`config.mk`:
```
export PLATFORM = sky130hd
export DESIGN_NAME = fp_addsub_issue_ctrl
export DESIGN_NICKNAME = d
export VERILOG_FILES = /design/src/rtl/fp_addsub_issue_ctrl_pkg.sv /design/src/rtl/fp_addsub_issue_ctrl_arb2.sv /design/src/rtl/fp_addsub_issue_ctrl.sv
export SDC_FILE = /design/constraint.sdc
export NUM_CORES = 1
export LEC_CHECK = 0
export ABC_AREA = 1
export CORE_UTILIZATION = 25
export CTS_CLUSTER_DIAMETER = 100
export DETAILED_ROUTE_END_ITERATION = 7
export PLACE_DENSITY = 0.54
export SYNTH_ARGS = -nofsm -noshare
export SYNTH_HDL_FRONTEND = slang
export SYNTH_SLANG_ARGS = --single-unit
export TNS_END_PERCENT = 100
```
`constraint.sdc`:
```
create_clock -name clk -period 2 [get_ports clk]
set_input_delay 0.4 -clock clk [delete_from_list [all_inputs] [get_ports clk]]
set_output_delay 0.4 -clock clk [all_outputs]
set_load 0.1 [all_outputs]
```
`src/rtl/fp_addsub_issue_ctrl_pkg.sv`:
```
// Shared types for the FP add/sub issue controller.
// Owner encoding, shadow slot layout and default stage count.
package fp_addsub_issue_ctrl_pkg;

  localparam int FADDSUB_STAGES = 3;

  typedef enum logic {
    REQ_DECODE = 1'b0,
    REQ_FMA    = 1'b1
  } faddsub_owner_e;

  typedef struct packed {
    logic           valid;
    faddsub_owner_e owner;
    logic [4:0]     rd;
  } faddsub_slot_t;

endpackage

```
`src/rtl/fp_addsub_issue_ctrl_arb2.sv`:
```
// Two-input arbiter with one-hot grant for the FP add/sub unit.
// FADDSUB_RR_ARB_EN selects round-robin; otherwise requester 1 wins.
module fp_issue_arb2 (
`ifdef FADDSUB_RR_ARB_EN
  input  logic       clk,
  input  logic       rst,
`endif
  input  logic [1:0] req_i,
  output logic [1:0] gnt_o
);

`ifdef FADDSUB_RR_ARB_EN
  logic ptr_q;
  logic ptr_d;

  always_comb begin
    gnt_o = req_i;
    ptr_d = ptr_q;
    if (&req_i) begin
      gnt_o = ptr_q ? 2'b10 : 2'b01;
    end
    // point at whoever lost this round
    if (|gnt_o) begin
      ptr_d = ~gnt_o[1];
    end
  end

  always_ff @(posedge clk or negedge rst) begin
    if (!rst) begin
      ptr_q <= 1'b0;
    end else begin
      ptr_q <= ptr_d;
    end
  end
`else
  always_comb begin
    gnt_o = req_i[1] ? 2'b10 : {1'b0, req_i[0]};
  end
`endif

endmodule

```
`src/rtl/fp_addsub_issue_ctrl.sv`:
```
// Issue/arbitration control and shadow ownership pipeline for FP add/sub.
// Define FADDSUB_RR_ARB_EN for round-robin arbitration.
module fp_addsub_issue_ctrl
  import fp_addsub_issue_ctrl_pkg::*;
#(
  parameter int NUM_STAGES = FADDSUB_STAGES
) (
  input  logic                  clk,
  input  logic                  rst,
  input  logic                  req0_valid,
  output logic                  req0_ready,
  input  logic                  req0_add_sub,
  input  logic [2:0]            req0_rm,
  input  logic [4:0]            req0_rd,
  input  logic                  req1_valid,
  output logic                  req1_ready,
  input  logic                  req1_add_sub,
  input  logic [2:0]            req1_rm,
  input  logic [4:0]            req1_rd,
  input  logic                  flush,
  input  logic [1:0]            flush_mask,
  output logic                  u_en,
  output logic [NUM_STAGES-1:0] u_clear,
  output logic                  u_p_start,
  output logic                  u_sel,
  output logic                  u_add_sub,
  output logic [2:0]            u_rm,
  output logic [4:0]            u_rd,
  input  logic                  u_p_result,
  output logic                  wb_valid,
  input  logic                  wb_ready,
  output logic [4:0]            wb_rd,
  output logic                  wb_owner,
  output logic [1:0]            inflight,
  output logic                  busy
);

  faddsub_slot_t [NUM_STAGES-1:0] st_q;
  faddsub_slot_t [NUM_STAGES-1:0] st_d;
  faddsub_slot_t                  last;
  logic [1:0]                     req_v;
  logic [1:0]                     gnt;
  logic [NUM_STAGES-1:0]          clr;
  logic [1:0]                     cnt;

  assign last = st_q[NUM_STAGES-1];
  assign u_en = ~(last.valid & ~wb_ready);

  assign req_v = {req1_valid, req0_valid} & {2{u_en & ~flush}};

  fp_issue_arb2 u_arb (
`ifdef FADDSUB_RR_ARB_EN
    .clk   (clk),
    .rst   (rst),
`endif
    .req_i (req_v),
    .gnt_o (gnt)
  );

  assign req0_ready = gnt[0];
  assign req1_ready = gnt[1];
  assign u_p_start  = |gnt;
  assign u_sel      = gnt[1];

  always_comb begin
    u_add_sub = 1'b0;
    u_rm      = 3'd0;
    u_rd      = 5'd0;
    unique case (1'b1)
      gnt[0]: begin
        u_add_sub = req0_add_sub;
        u_rm      = req0_rm;
        u_rd      = req0_rd;
      end
      gnt[1]: begin
        u_add_sub = req1_add_sub;
        u_rm      = req1_rm;
        u_rd      = req1_rd;
      end
      default: ;
    endcase
  end

  always_comb begin
    for (int i = 0; i < NUM_STAGES; i++) begin
      clr[i] = st_q[i].valid & flush &
               ((st_q[i].owner == REQ_FMA) ? flush_mask[1] : flush_mask[0]);
    end
    // a result accepted this cycle is retired, not killed
    if (wb_ready) begin
      clr[NUM_STAGES-1] = 1'b0;
    end
  end

  assign u_clear = clr;

  always_comb begin
    st_d = st_q;
    for (int i = 0; i < NUM_STAGES; i++) begin
      if (clr[i]) begin
        st_d[i].valid = 1'b0;
      end
    end
    if (u_en) begin
      for (int i = 1; i < NUM_STAGES; i++) begin
        st_d[i]       = st_q[i-1];
        st_d[i].valid = st_q[i-1].valid & ~clr[i-1];
      end
      st_d[0].valid = |gnt;
      st_d[0].owner = gnt[1] ? REQ_FMA : REQ_DECODE;
      st_d[0].rd    = u_rd;
    end
  end

  always_ff @(posedge clk or negedge rst) begin
    if (!rst) begin
      st_q <= '0;
    end else begin
      st_q <= st_d;
    end
  end

  always_comb begin
    cnt = 2'd0;
    for (int i = 0; i < NUM_STAGES; i++) begin
      cnt = cnt + 2'(st_q[i].valid);
    end
  end

  assign inflight = cnt;
  assign busy     = |cnt;
  assign wb_valid = last.valid;
  assign wb_rd    = last.rd;
  assign wb_owner = (last.owner == REQ_FMA);

  // unit and shadow must agree on the result slot
  p_result_ok: assert property (
    @(posedge clk) disable iff (!rst) u_p_result == last.valid
  );

endmodule

```
**After elaboration in Yosys (flattened, before gate mapping)**

Cells that the tools add are included.

- Muxes and demuxes: 13
- Add/subtract/negate cells: 2
- Equality and inequality tests: 3
- Bitwise gates (word level): 16
- Reduce and logical (&&, ||, !) cells: 2

Operators by type and width:

| cell | count |
|---|---|
| 21-bit 2-to-1 mux | 1 |
| 1-bit AND | 10 |
| 5-bit one-hot mux with 2 select lines | 1 |
| 1-bit 2-to-1 mux | 8 |
| 2-bit != test, second input constant | 3 |
| 3-bit one-hot mux with 2 select lines | 1 |
| 1-bit inverter | 5 |
| 2-bit OR reduction | 2 |
| 1-bit by 1-bit adder with 2-bit output | 1 |
| 2-bit by 1-bit adder with 2-bit output | 1 |
| 2-bit AND | 1 |
| 2-bit 2-to-1 mux | 1 |
| 1-bit one-hot mux with 2 select lines | 1 |

- Bits of input ports: 27
- Logic and storage cells: 45
- Output and inout bits: 27
- Bits in registers: 21

**Longest topological paths before layout**

- Depth after elaboration: 8
- Gate-level depth with buffers: 6
- Depth with buffers taken out: 6

**By module**

Synthesis repeated with hierarchy kept, for this count alone.

- Cell total of the unflattened synthesis: 141
- Area total of the unflattened synthesis: 1,131.1 sq um

By module, submodules not included:

| module | area each (sq um) | times used | seq. area each (sq um) | cells each |
|---|---|---|---|---|
| fp_addsub_issue_ctrl | 1,113.6 | 1 | 525.5 | 138 |
| fp_issue_arb2 | 17.5 | 1 | 0.0 | 3 |

**Least setup slack after synthesis**

Ideal clock, no wire load.

- Path type: register -> output
- Start: reg st_q, in the netlist wb_valid
- End: out busy
- Arrival time: 2.729 ns
- Slack: -1.129 ns
- Buffers on the path: 0
- Required time: 1.600 ns
- Cell stages (with the launch flop): 3
- Cell sequence: dfrtp_1 > fa_1 > or2_2

- Word-level cells in the longest chain between the ends: 2

RTL lines:

| item | line | text |
|---|---|---|
| from (decl) | fp_addsub_issue_ctrl.sv:38 | `faddsub_slot_t [NUM_STAGES-1:0] st_q;` |
| from (signal assigned) | fp_addsub_issue_ctrl.sv:119 | `st_q <= st_d;` |
| 2-bit by 1-bit adder with 2-bit output | fp_addsub_issue_ctrl.sv:126 | `cnt = cnt + 2'(st_q[i].valid);` |
| net inflight[0] | fp_addsub_issue_ctrl.sv:34 | `output logic [1:0] inflight,` |
| 2-bit OR reduction | fp_addsub_issue_ctrl.sv:131 | `assign busy = \|cnt;` |
| to (decl) | fp_addsub_issue_ctrl.sv:35 | `output logic busy` |

The timed path passes the listed nets, and every way through them passes these cells.

**Worst setup path after layout**

- Start: reg st_q, in the netlist wb_valid
- End: out u_rd[0]

- Word-level cells in the longest chain between the ends: 6

RTL lines:

| item | line | text |
|---|---|---|
| 1-bit AND | fp_addsub_issue_ctrl.sv:47 | `assign u_en = ~(last.valid & ~wb_ready);` |
| 1-bit inverter | fp_addsub_issue_ctrl.sv:47 |  |
| 1-bit AND | fp_addsub_issue_ctrl.sv:49 | `assign req_v = {req1_valid, req0_valid} & {2{u_en & ~flush}};` |
| 2-bit AND | fp_addsub_issue_ctrl.sv:49 |  |
| 2-bit 2-to-1 mux | fp_addsub_issue_ctrl_arb2.sv:37 | `gnt_o = req_i[1] ? 2'b10 : {1'b0, req_i[0]};` |
| 5-bit one-hot mux with 2 select lines | fp_addsub_issue_ctrl.sv:69 | `unique case (1'b1)` |
| to (decl) | fp_addsub_issue_ctrl.sv:28 | `output logic [4:0] u_rd,` |

No other way between the ends.

==> qor.txt <==
HP Class -> reg -> reg
Final hold viol count -> 0
Layout cells sized above 1 -> 0.417
Post-Syn Area -> 0.00110 mm²
Pwr Density -> 1380 mW/mm²
Pin count of the biggest net entering global routing -> 22
Switching pwr -> 1650 µW
H-tree depth -> 1
Total CTS buffers -> 3
Synth top area share -> 0.477
Reg power frac -> 0.202
M1 GR Usage -> 0.160
Syn Area/Cell -> 7.75 µm²
Initial DRC Count -> 47
Met3 Usage GRT -> 0.0383
Critical path class -> reg -> out
P_int -> 1450 µW
Sequential-to-total area share from yosys stat -> 0.477
Synth Warn # -> 0
Synth cell types -> 18
Critical Path AT -> 1650 ps
Clock sinks -> 21
Routability cong. -> 0.799
Clock share of power -> 0.087
Critical Path Start Type -> flip-flop
Site Rows -> 23
Antenna-violating nets left -> 0
DRC -> 0
Count leader, synth -> nand2_1
Cell type with the largest total area after synthesis -> dfrtp_1
EDFF count, synth -> 0
Worst vdd ir -> 0.536 mV
# diodes -> 0
Post-layout net count -> 247
Slew HR -> 0.625
Initial Util -> 0.268
Vias in the first global route -> 1,176
Area after DPL -> 0.00207 mm²
Die area -> 0.00467 mm²
Drt wl/cell -> 11.6 µm
Fraction of registers with async set/reset -> 1.00
Initial antenna violation count -> 0
Final instance area -> 0.00225 mm²
Min Tclk post-route -> 2050 ps
Clock tree buffer depth -> 2
Die Width -> 68.4 µm
Synth Instances -> 142
Failing checks -> negative setup slack
DRT Pass-1 Iters -> 4
Die height -> 68.4 µm
Combinational Power Share -> 0.711
RSZ-0062 raised after global routing -> yes
Setup Skew -> 2.67 ps
Number of synthesized register bits -> 21
Final WS setup -> -48.2 ps
First-pass GRT wire length -> 5040 µm
Final period utilization -> 1.02
CTS tree -> done
Leakage -> 0.00113 µW
Finished Layout Cells -> 268
CP max FO -> 6
Critical Path RT -> 1600 ps
Root Buffer -> clkbuf_8
Number of vias per cell -> 4.37
Max Slew Vio Count -> 0
Total track usage -> 0.143
Max-Cap Viols -> 0
Sw Share -> 0.533
Global route overflow -> 0
Worst-Skew Late Latency -> 250 ps
# setup viols final -> 10
Synth Flop Type -> dfrtp_1
Detailed placement HPWL -> 2460 µm
Worst-path clk slew -> 70 ps
Syn nets -> 170
Endpoint class of the critical path -> primary output
Placed Cells incl. Taps -> 255
I/O pin total -> 54
Met2 usage -> 0.261
Area grow syn2layout -> 104%
Core footprint -> 0.00412 mm²
Vias -> 1,170
Gr busiest metal -> met2
Synth area leaders -> dfrtp_1, nand2_1, nand3_1, buf_4, nand4_1
Worst-Margin Slew -> 560 ps
Status -> finished, violations left
PortBufs -> 52
Final wirelength -> 3120 µm
Synth top cells by count -> nand2_1, dfrtp_1, nand3_1, inv_1, buf_4
Fmax -> 488 MHz
[metal layers]
metal	share of wire	vias to the layer above
li1	-	598
met1	0.40	532
met2	0.51	38
met3	0.076	2
met4	0.0080	0
met5	0	-
[state kept, by name, indices dropped and copies added, names as in the netlist]
signal and flops:
st_q 14, wb_owner 1, wb_rd 5, wb_valid 1
[worst paths after layout]
path,startpoint,to,slack (ps),depth (start not counted)
worst max-delay path,wb_valid,u_rd[0],-50,6
worst min-delay path,st_q[0],st_q[7],480,2
worst max register to register,wb_valid,st_q[4],530,7
worst min register to register,st_q[0],st_q[7],480,2
max in group asynchronous,rst,st_q[4],990,2
min in group asynchronous,rst,st_q[0],510,1
[per-stage QoR]
stage	TNS (ps)	worst slack, ps	utilization	power, µW	hold WS [ps]
2_1_floorplan	-3590	-577	-	2050	104
3_3_place_gp	-1720	-165	0.503	2700	454
3_5_place_dp	-1870	-187	0.503	2720	461
4_1_cts	-232	-35.0	0.533	3070	479
5_1_grt	-1040	-100	0.546	3230	491
6_report	-265	-48.2	0.546	3100	476
[final cells by class]
type                       count  area [µm²]
sequential                    21         531
tap                           50        62.6
multi-input combinational     99         597
clock buffer                   4        45.0
fill                         367        1870
timing repair buffer          82         963
inverter                      12        48.8
[worst max-delay path, stage by stage, from the launching register on]
cell and delay [ps]:
dfrtp_4 500, buf_4 160, a21oi_4 150, buf_6 140, nand4_1 140, nand2_2 130, buf_12 180
[power by group through the flow]
stage / clock network, µW / logic, µW / registers [µW]
after floorplan: 0 / 1300 / 748
after global placement: 0 / 2060 / 643
after detailed placement: 0 / 2070 / 649
after CTS: 276 / 2170 / 626
after global routing: 294 / 2300 / 641
final: 271 / 2200 / 626
[cells in the final DEF, fill, tap and decap left out, types with 6 or more instances in the layout]
cell,instances
buf_12,21
nand3_1,16
inv_1,7
buf_6,7
dfrtp_1,19
clkdlybuf4s50_1,22
nand4_1,6
nand2_2,10
nand2_1,46
buf_4,29
[logic make-up after synthesis]
kind of cell / synth area share
fa+ha+maj: 0.0182
compound gates: 0.0375
flops: 0.477
simple gates: 0.365
buf+inv: 0.102
[what timing repair did]
action / 4_1_cts / 5_1_grt
hold buffers: 0 / 0
hold endpoints to repair: 0 / 0
buffers inserted: 7 / 1
endpoints found under the setup margin: 17 / 15
resized for setup: 13 / 9
gates cloned: 0 / 1
pin swaps: 3 / 3
(Power assumes the default switching activity.)
